### config.mk
export PLATFORM = sky130hd
export DESIGN_NAME = spi_eeprom_responder_flat
export DESIGN_NICKNAME = d
export VERILOG_FILES = /design/src/rtl/spi_eeprom_responder_if.sv /design/src/rtl/spi_eeprom_responder.sv /design/src/flat_wrapper.sv
export SDC_FILE = /design/constraint.sdc
export NUM_CORES = 1
export LEC_CHECK = 0
export ABC_AREA = 1
export BUFFER_PORTS_ARGS = -buffer_cell sky130_fd_sc_hd__buf_2
export CAP_MARGIN = 0
export CORE_MARGIN = 2
export CORE_UTILIZATION = 63
export DETAILED_ROUTE_END_ITERATION = 6
export PLACE_DENSITY = 0.87
export SLEW_MARGIN = 20
export SYNTH_ARGS = -nofsm -noshare
export SYNTH_HDL_FRONTEND = slang
export SYNTH_SLANG_ARGS = --single-unit
### constraint.sdc
create_clock -name FCLK_CLK0 -period 2.4 [get_ports FCLK_CLK0]
set_clock_uncertainty 0.15 [all_clocks]
set_input_delay 0.36 -clock FCLK_CLK0 [delete_from_list [all_inputs] [get_ports FCLK_CLK0]]
set_output_delay 0.36 -clock FCLK_CLK0 [all_outputs]
set_load 0.02 [all_outputs]
### src/rtl/spi_eeprom_responder_if.sv
// SPI pins plus the side-band status of the EEPROM responder.
interface spi_eeprom_responder_if;
  logic       i_sclk;
  logic       i_ss_n;
  logic       i_mosi;
  logic       o_miso;
  logic       o_miso_oe;
  logic       o_wel;
  logic       o_rx_valid;
  logic [7:0] o_rx_byte;

  modport master (
    output i_sclk, i_ss_n, i_mosi,
    input  o_miso, o_miso_oe, o_wel, o_rx_valid, o_rx_byte
  );

  modport slave (
    input  i_sclk, i_ss_n, i_mosi,
    output o_miso, o_miso_oe, o_wel, o_rx_valid, o_rx_byte
  );
endinterface

### src/rtl/spi_eeprom_responder.sv
// Oversampled SPI mode-0 slave emulating the M95xxx WREN/WRDI/RDSR/READ/WRITE
// subset over a small register-array memory.
module spi_eeprom_responder #(
  parameter int ADDR_BITS   = 4,
  parameter int SYNC_STAGES = 2
) (
  input logic                    FCLK_CLK0,
  input logic                    RST_N,
  spi_eeprom_responder_if.slave  spi
);
  localparam int DEPTH = 2 ** ADDR_BITS;
  localparam logic [ADDR_BITS-1:0] PTR_ONE = 1;

  typedef enum logic [2:0] {
    S_IDLE, S_CMD, S_ADDR, S_WR_DATA, S_RD_DATA, S_RDSR, S_IGNORE
  } state_t;
  typedef enum logic [1:0] {P_NONE, P_WREN, P_WRDI} pend_t;

  logic [SYNC_STAGES-1:0] sclk_sync_q, ss_sync_q, mosi_sync_q;
  logic                   sclk_prev_q, ss_prev_q;
  state_t                 state_q, state_d;
  pend_t                  pend_q, pend_w;
  logic [2:0]             cnt_q;
  logic [7:0]             rx_sr_q, tx_sr_q, rx_byte_q;
  logic                   rx_valid_q, wel_q, mode_wr_q, wr_done_q;
  logic [ADDR_BITS-1:0]   ptr_q;
  logic [7:0]             mem_q [DEPTH];

  logic sclk_s, ss_s, mosi_s, rise_p, fall_p, ss_fall, ss_rise, ss_act;
  logic rx_bit, byte_done, cmd_done;
  logic [7:0] rx_byte_w, tx_next;

  assign sclk_s  = sclk_sync_q[SYNC_STAGES-1];
  assign ss_s    = ss_sync_q[SYNC_STAGES-1];
  assign mosi_s  = mosi_sync_q[SYNC_STAGES-1];
  assign rise_p  = sclk_s & ~sclk_prev_q;
  assign fall_p  = ~sclk_s & sclk_prev_q;
  assign ss_fall = ~ss_s & ss_prev_q;
  assign ss_rise = ss_s & ~ss_prev_q;
  // Gate on the previous SS sample so a final edge coinciding with SS rise still counts.
  assign ss_act    = ~ss_prev_q;
  assign rx_bit    = rise_p & ss_act;
  assign byte_done = rx_bit & (cnt_q == 3'd7);
  assign rx_byte_w = {rx_sr_q[6:0], mosi_s};
  assign cmd_done  = (state_q == S_CMD) & byte_done;
  assign tx_next   = (state_q == S_RDSR) ? {6'b0, wel_q, 1'b0} : mem_q[ptr_q];

  always_comb begin
    pend_w = pend_q;
    if (cmd_done)
      pend_w = (rx_byte_w == 8'h06) ? P_WREN :
               (rx_byte_w == 8'h04) ? P_WRDI : P_NONE;
    else if (rx_bit)
      pend_w = P_NONE;
  end

  always_comb begin
    state_d = state_q;
    case (state_q)
      S_IDLE: if (ss_fall) state_d = S_CMD;
      S_CMD: if (byte_done) begin
        case (rx_byte_w)
          8'h05:        state_d = S_RDSR;
          8'h03, 8'h02: state_d = S_ADDR;
          default:      state_d = S_IGNORE;
        endcase
      end
      S_ADDR: if (byte_done)
        state_d = !mode_wr_q ? S_RD_DATA : (wel_q ? S_WR_DATA : S_IGNORE);
      default: ;
    endcase
    if (ss_rise) state_d = S_IDLE;
  end

  always_ff @(posedge FCLK_CLK0) begin
    if (!RST_N) state_q <= S_IDLE;
    else        state_q <= state_d;
  end

  always_ff @(posedge FCLK_CLK0) begin
    if (!RST_N) begin
      sclk_sync_q <= '0;
      ss_sync_q   <= '1;
      mosi_sync_q <= '0;
      sclk_prev_q <= 1'b0;
      ss_prev_q   <= 1'b1;
      pend_q      <= P_NONE;
      cnt_q       <= '0;
      rx_sr_q     <= '0;
      tx_sr_q     <= '0;
      rx_byte_q   <= '0;
      rx_valid_q  <= 1'b0;
      wel_q       <= 1'b0;
      mode_wr_q   <= 1'b0;
      wr_done_q   <= 1'b0;
      ptr_q       <= '0;
      for (int i = 0; i < DEPTH; i++) mem_q[i] <= '0;
    end else begin
      sclk_sync_q <= {sclk_sync_q[SYNC_STAGES-2:0], spi.i_sclk};
      ss_sync_q   <= {ss_sync_q[SYNC_STAGES-2:0], spi.i_ss_n};
      mosi_sync_q <= {mosi_sync_q[SYNC_STAGES-2:0], spi.i_mosi};
      sclk_prev_q <= sclk_s;
      ss_prev_q   <= ss_s;
      rx_valid_q  <= byte_done;
      pend_q      <= pend_w;
      if (byte_done) rx_byte_q <= rx_byte_w;
      if (rx_bit) begin
        rx_sr_q <= rx_byte_w;
        cnt_q   <= cnt_q + 3'd1;
      end
      if (cmd_done) mode_wr_q <= (rx_byte_w == 8'h02);
      if ((state_q == S_ADDR) && byte_done) ptr_q <= rx_byte_w[ADDR_BITS-1:0];
      if ((state_q == S_WR_DATA) && byte_done) begin
        mem_q[ptr_q] <= rx_byte_w;
        ptr_q        <= ptr_q + PTR_ONE;
        wr_done_q    <= 1'b1;
      end
      // Next byte is fetched on the fall that ends the previous byte.
      if (fall_p && ss_act) begin
        if (cnt_q == 3'd0) begin
          tx_sr_q <= tx_next;
          if (state_q == S_RD_DATA) ptr_q <= ptr_q + PTR_ONE;
        end else begin
          tx_sr_q <= {tx_sr_q[6:0], 1'b0};
        end
      end
      if (ss_rise) begin
        cnt_q     <= '0;
        pend_q    <= P_NONE;
        wr_done_q <= 1'b0;
        if (pend_w == P_WREN)      wel_q <= 1'b1;
        else if (pend_w == P_WRDI) wel_q <= 1'b0;
        if (wr_done_q || ((state_q == S_WR_DATA) && byte_done)) wel_q <= 1'b0;
      end
    end
  end

  assign spi.o_miso_oe  = ((state_q == S_RD_DATA) || (state_q == S_RDSR)) && !ss_s;
  assign spi.o_miso     = spi.o_miso_oe ? tx_sr_q[7] : 1'b0;
  assign spi.o_wel      = wel_q;
  assign spi.o_rx_valid = rx_valid_q;
  assign spi.o_rx_byte  = rx_byte_q;
endmodule

### src/flat_wrapper.sv
// flat-port wrapper written by rule: the top's interface ports become plain ports
module spi_eeprom_responder_flat 
#(
  parameter int ADDR_BITS   = 4,
  parameter int SYNC_STAGES = 2
)
  (FCLK_CLK0, RST_N, spi_i_sclk, spi_i_ss_n, spi_i_mosi, spi_o_miso, spi_o_miso_oe, spi_o_wel, spi_o_rx_valid, spi_o_rx_byte);
  spi_eeprom_responder_if spi_i ();
  input logic FCLK_CLK0;
  input logic RST_N;
  input wire logic [$bits(spi_i.i_sclk)-1:0] spi_i_sclk;
  input wire logic [$bits(spi_i.i_ss_n)-1:0] spi_i_ss_n;
  input wire logic [$bits(spi_i.i_mosi)-1:0] spi_i_mosi;
  output wire logic [$bits(spi_i.o_miso)-1:0] spi_o_miso;
  output wire logic [$bits(spi_i.o_miso_oe)-1:0] spi_o_miso_oe;
  output wire logic [$bits(spi_i.o_wel)-1:0] spi_o_wel;
  output wire logic [$bits(spi_i.o_rx_valid)-1:0] spi_o_rx_valid;
  output wire logic [$bits(spi_i.o_rx_byte)-1:0] spi_o_rx_byte;
  assign spi_i.i_sclk = spi_i_sclk;
  assign spi_i.i_ss_n = spi_i_ss_n;
  assign spi_i.i_mosi = spi_i_mosi;
  assign spi_o_miso = spi_i.o_miso;
  assign spi_o_miso_oe = spi_i.o_miso_oe;
  assign spi_o_wel = spi_i.o_wel;
  assign spi_o_rx_valid = spi_i.o_rx_valid;
  assign spi_o_rx_byte = spi_i.o_rx_byte;
  spi_eeprom_responder #(.ADDR_BITS(ADDR_BITS), .SYNC_STAGES(SYNC_STAGES)) u_core (.FCLK_CLK0(FCLK_CLK0), .RST_N(RST_N), .spi(spi_i));
endmodule
==> reports/summary.txt <==
Remaining DRCs - 0
Count leader, synth - nand2_1
DRT Pass-1 Iters - 5
Critical Path AT - 2.15 ns
Hold path cells - 3
Post-synth EDFFs - 128
CTS max path bufs - 2
Gr busiest metal - met2
Setup_tns - 0 ns
Vias in the first global route - 6121
Root Buffer - clkbuf_16
Crit Path Max Fanout - 9
Fmax - 453.9 MHz
GRT met2 Usage - 47.40%
TritonCTS clock tree - yes
Dpl cell area - 8516 um^2
Final antenna-violating net count - 0
Reg2reg setup slack - 0.20 ns
M3 GR Usage - 8.156%
Final std cells w/o fill - 1119
Yosys reg bits - 175
Setup Crit Path Kind - reg2reg
Worst reg-to-reg path cell count - 8
Placed Cells incl. Taps - 1084
Area Overhead vs Synth - 10.80%
Clock H-tree levels - 4
Via density - 5.720
Post-Syn Nets - 927
Global-route wire length before repair - 31.44 mm
# clock sinks - 175
Initial core utilization - 65.00%
Rows - 41
Mean post-synth cell area - 9.002 um^2
Yosys cell types - 36
Largest vdd supply drop - 0.0009067 V
Hold_ws - 0.09626 ns
Final setup fails - 0
Synth cell count leaders - 233 x nand2_1, 198 x nor2_1, 128 x edfxtp_1
Clock slew at reported path FFs - 0.06 ns
Switching part of the total - 22.88%
Largest area contributor in the netlist - edfxtp_1
Largest net degree at the start of global routing - 52
Leakage power - 3.948 nW
Hold wc startpoint - RST_N
Post-DP HPWL - 12.57 mm
Synthesis Warnings - 0
Sequential power share - 51.7%
Fin. max-slew vios - 0
GPL Wtd Cong - 0.9475
Power Dens Cells - 726.3 nW/um^2
Proportion of layout cells with a drive suffix above 1 - 13.94%
Outcome - completed
Cell Int Power - 0.005112 W
WL final - 19.79 mm
Hold Fails Final Rpt - 0
Port bufs - 16
Max_slew headroom - 60.58%
Comb power frac - 7.1%
Post-CTS sizing - 0
Post-CTS setup buffer count - 0
Initial antenna violation count - 0
Hold Crit Class - in2reg
Die Span X - 118.3 um
Most used DFF post-synth - edfxtp_1
Critical Path End Type - flip-flop
Met1 Use GR - 36.32%
Core area - 12670 um^2
Die Area - 14000 um^2
R2R Path End - u_core.mem_q[14][3]
Worst EP required - 2.35 ns
Starting DRT DRC Count - 893
Sw power - 0.001517 W
Detailed-route wire length per cell - 17.69 um
Ports - 17
Worst slew pin tran - 0.5907 ns
Finished layout cell area - 9126 um^2
Hold Path Sink - u_core.spi.o_rx_valid
Post-Synthesis Cells - 915
Critical R2R Launch - u_core.cnt_q[0]
Top cell type's share of synthesized area - 46.67%
Die H - 118.3 um
Fin crit share - 91.81%
Clock network power share - 41.2%
Startpoint Class - flip-flop
CTS Hold Bufs - 3
Tmin final - 2.203 ns
Vias - 6401
Final nets - 946
Number of diodes - 0
RSZ-0062 raised after global routing - no
MaxCap Viol Count - 0
Most area-consuming cells after synthesis - edfxtp_1 47%, dfxtp_1 11%, nand2_1 11%
Ys async rst share - 0%
Mapped cell area - 8237 um^2
Post-synthesis sequential area ratio - 58.09%
TritonCTS buffer count - 17
Clk_lat worst skew - 0.44 ns
Total gr overflow - 0
Total Routing Usage GR - 29.76%
==> cells in the final DEF (no fill, tap or decap), types with 3 or more instances in the layout <==
cell	n
nor3_1	3
clkbuf_1	3
dfxtp_1	46
inv_1	41
dlygate4sd3_1	3
nand2_2	4
edfxtp_1	128
buf_4	24
o21ai_0	61
a21oi_1	36
o21ai_1	16
nand2_4	17
a211oi_1	4
bufinv_16	3
nor2_8	5
nand2_1	233
ha_1	7
buf_2	16
nor2_2	19
inv_2	9
nand3_1	18
o21bai_1	3
clkinv_1	9
nor2_1	198
clkbuf_16	17
==> worst max-delay path by stage <==
stage                      start                   to  cells after the start
2_1_floorplan    u_core.ptr_q[0]   u_core.mem_q[0][0]                      8
3_3_place_gp     u_core.cnt_q[0]  u_core.mem_q[13][0]                      8
3_5_place_dp     u_core.cnt_q[0]  u_core.mem_q[12][4]                      8
4_1_cts        u_core.state_q[2]           spi_o_miso                      4
5_1_grt          u_core.cnt_q[0]   u_core.mem_q[0][1]                      8
6_report         u_core.cnt_q[0]  u_core.mem_q[14][3]                      8
==> cell families after synthesis <==
| logic type | after synthesis | share of synthesized area [%] |
|---|---|---|
| fa+ha+maj | 7 | 1.063 |
| compound gates | 125 | 7.990 |
| xor+xnor | 1 | 0.1064 |
| simple gates | 507 | 27.56 |
| flops | 175 | 58.09 |
| buf+inv | 100 | 5.195 |
==> stage by stage <==
step / total power [W] / utilization (%) / worst slack [ns]
after detailed placement: 0.003930 / 67.21 / 0.2179
after global routing: 0.006798 / 72.03 / 0.09956
after global placement: 0.003916 / 67.21 / 0.2805
after CTS: 0.006625 / 72.03 / 0.1876
after floorplan: 0.003824 / - / 0.4520
final: 0.006629 / 72.03 / 0.1966
==> flip-flops by register name (all words and copies together), names as in the netlist <==
name / count
u_core.ptr_q: 4
u_core.ss_prev_q: 1
u_core.state_q: 3
u_core.cnt_q: 3
u_core.spi.o_rx_byte: 8
u_core.spi.o_wel: 1
u_core.spi.o_rx_valid: 1
u_core.tx_sr_q: 8
u_core.pend_q: 2
u_core.sclk_prev_q: 1
u_core.wr_done_q: 1
u_core.mode_wr_q: 1
u_core.mem_q: 128
u_core.mosi_sync_q: 2
u_core.rx_sr_q: 7
u_core.sclk_sync_q: 2
u_core.ss_sync_q: 2
==> cell type report <==
type | instances | area (um^2)
timing repair buffer | 44 | 310.3
tap | 172 | 215.2
sequential | 175 | 4786
clock buffer | 20 | 436.7
fill | 863 | 3545
clock inverter | 12 | 143.9
multi-input combinational | 640 | 3024
inverter | 56 | 210.2
==> metal layers <==
layer | share of wire, % | wire length (um)
met5 | 0 | 0
met4 | 4.5 | 899
met3 | 11 | 2218
met2 | 47 | 9396
met1 | 37 | 7278
==> worst max-delay path, cell delays in order (launching register included) <==
cell	delay [ns]
dfxtp_1	0.35
ha_1	0.16
ha_1	0.18
nand2_2	0.11
nor2_8	0.14
nand2_8	0.12
nor2_8	0.22
nand2_4	0.12
nand2_1	0.31
==> power groups by stage <==
| stage | combinational (W) | sequential [W] | clock [W] |
|---|---|---|---|
| 3_5_place_dp | 0.000446 | 0.00348 | 0 |
| 5_1_grt | 0.000528 | 0.00344 | 0.00283 |
| 4_1_cts | 0.000463 | 0.00342 | 0.00274 |
| 2_1_floorplan | 0.000362 | 0.00346 | 0 |
| 6_report | 0.000473 | 0.00343 | 0.00273 |
| 3_3_place_gp | 0.000436 | 0.00348 | 0 |
No activity file was read; power rests on OpenSTA's default activity.
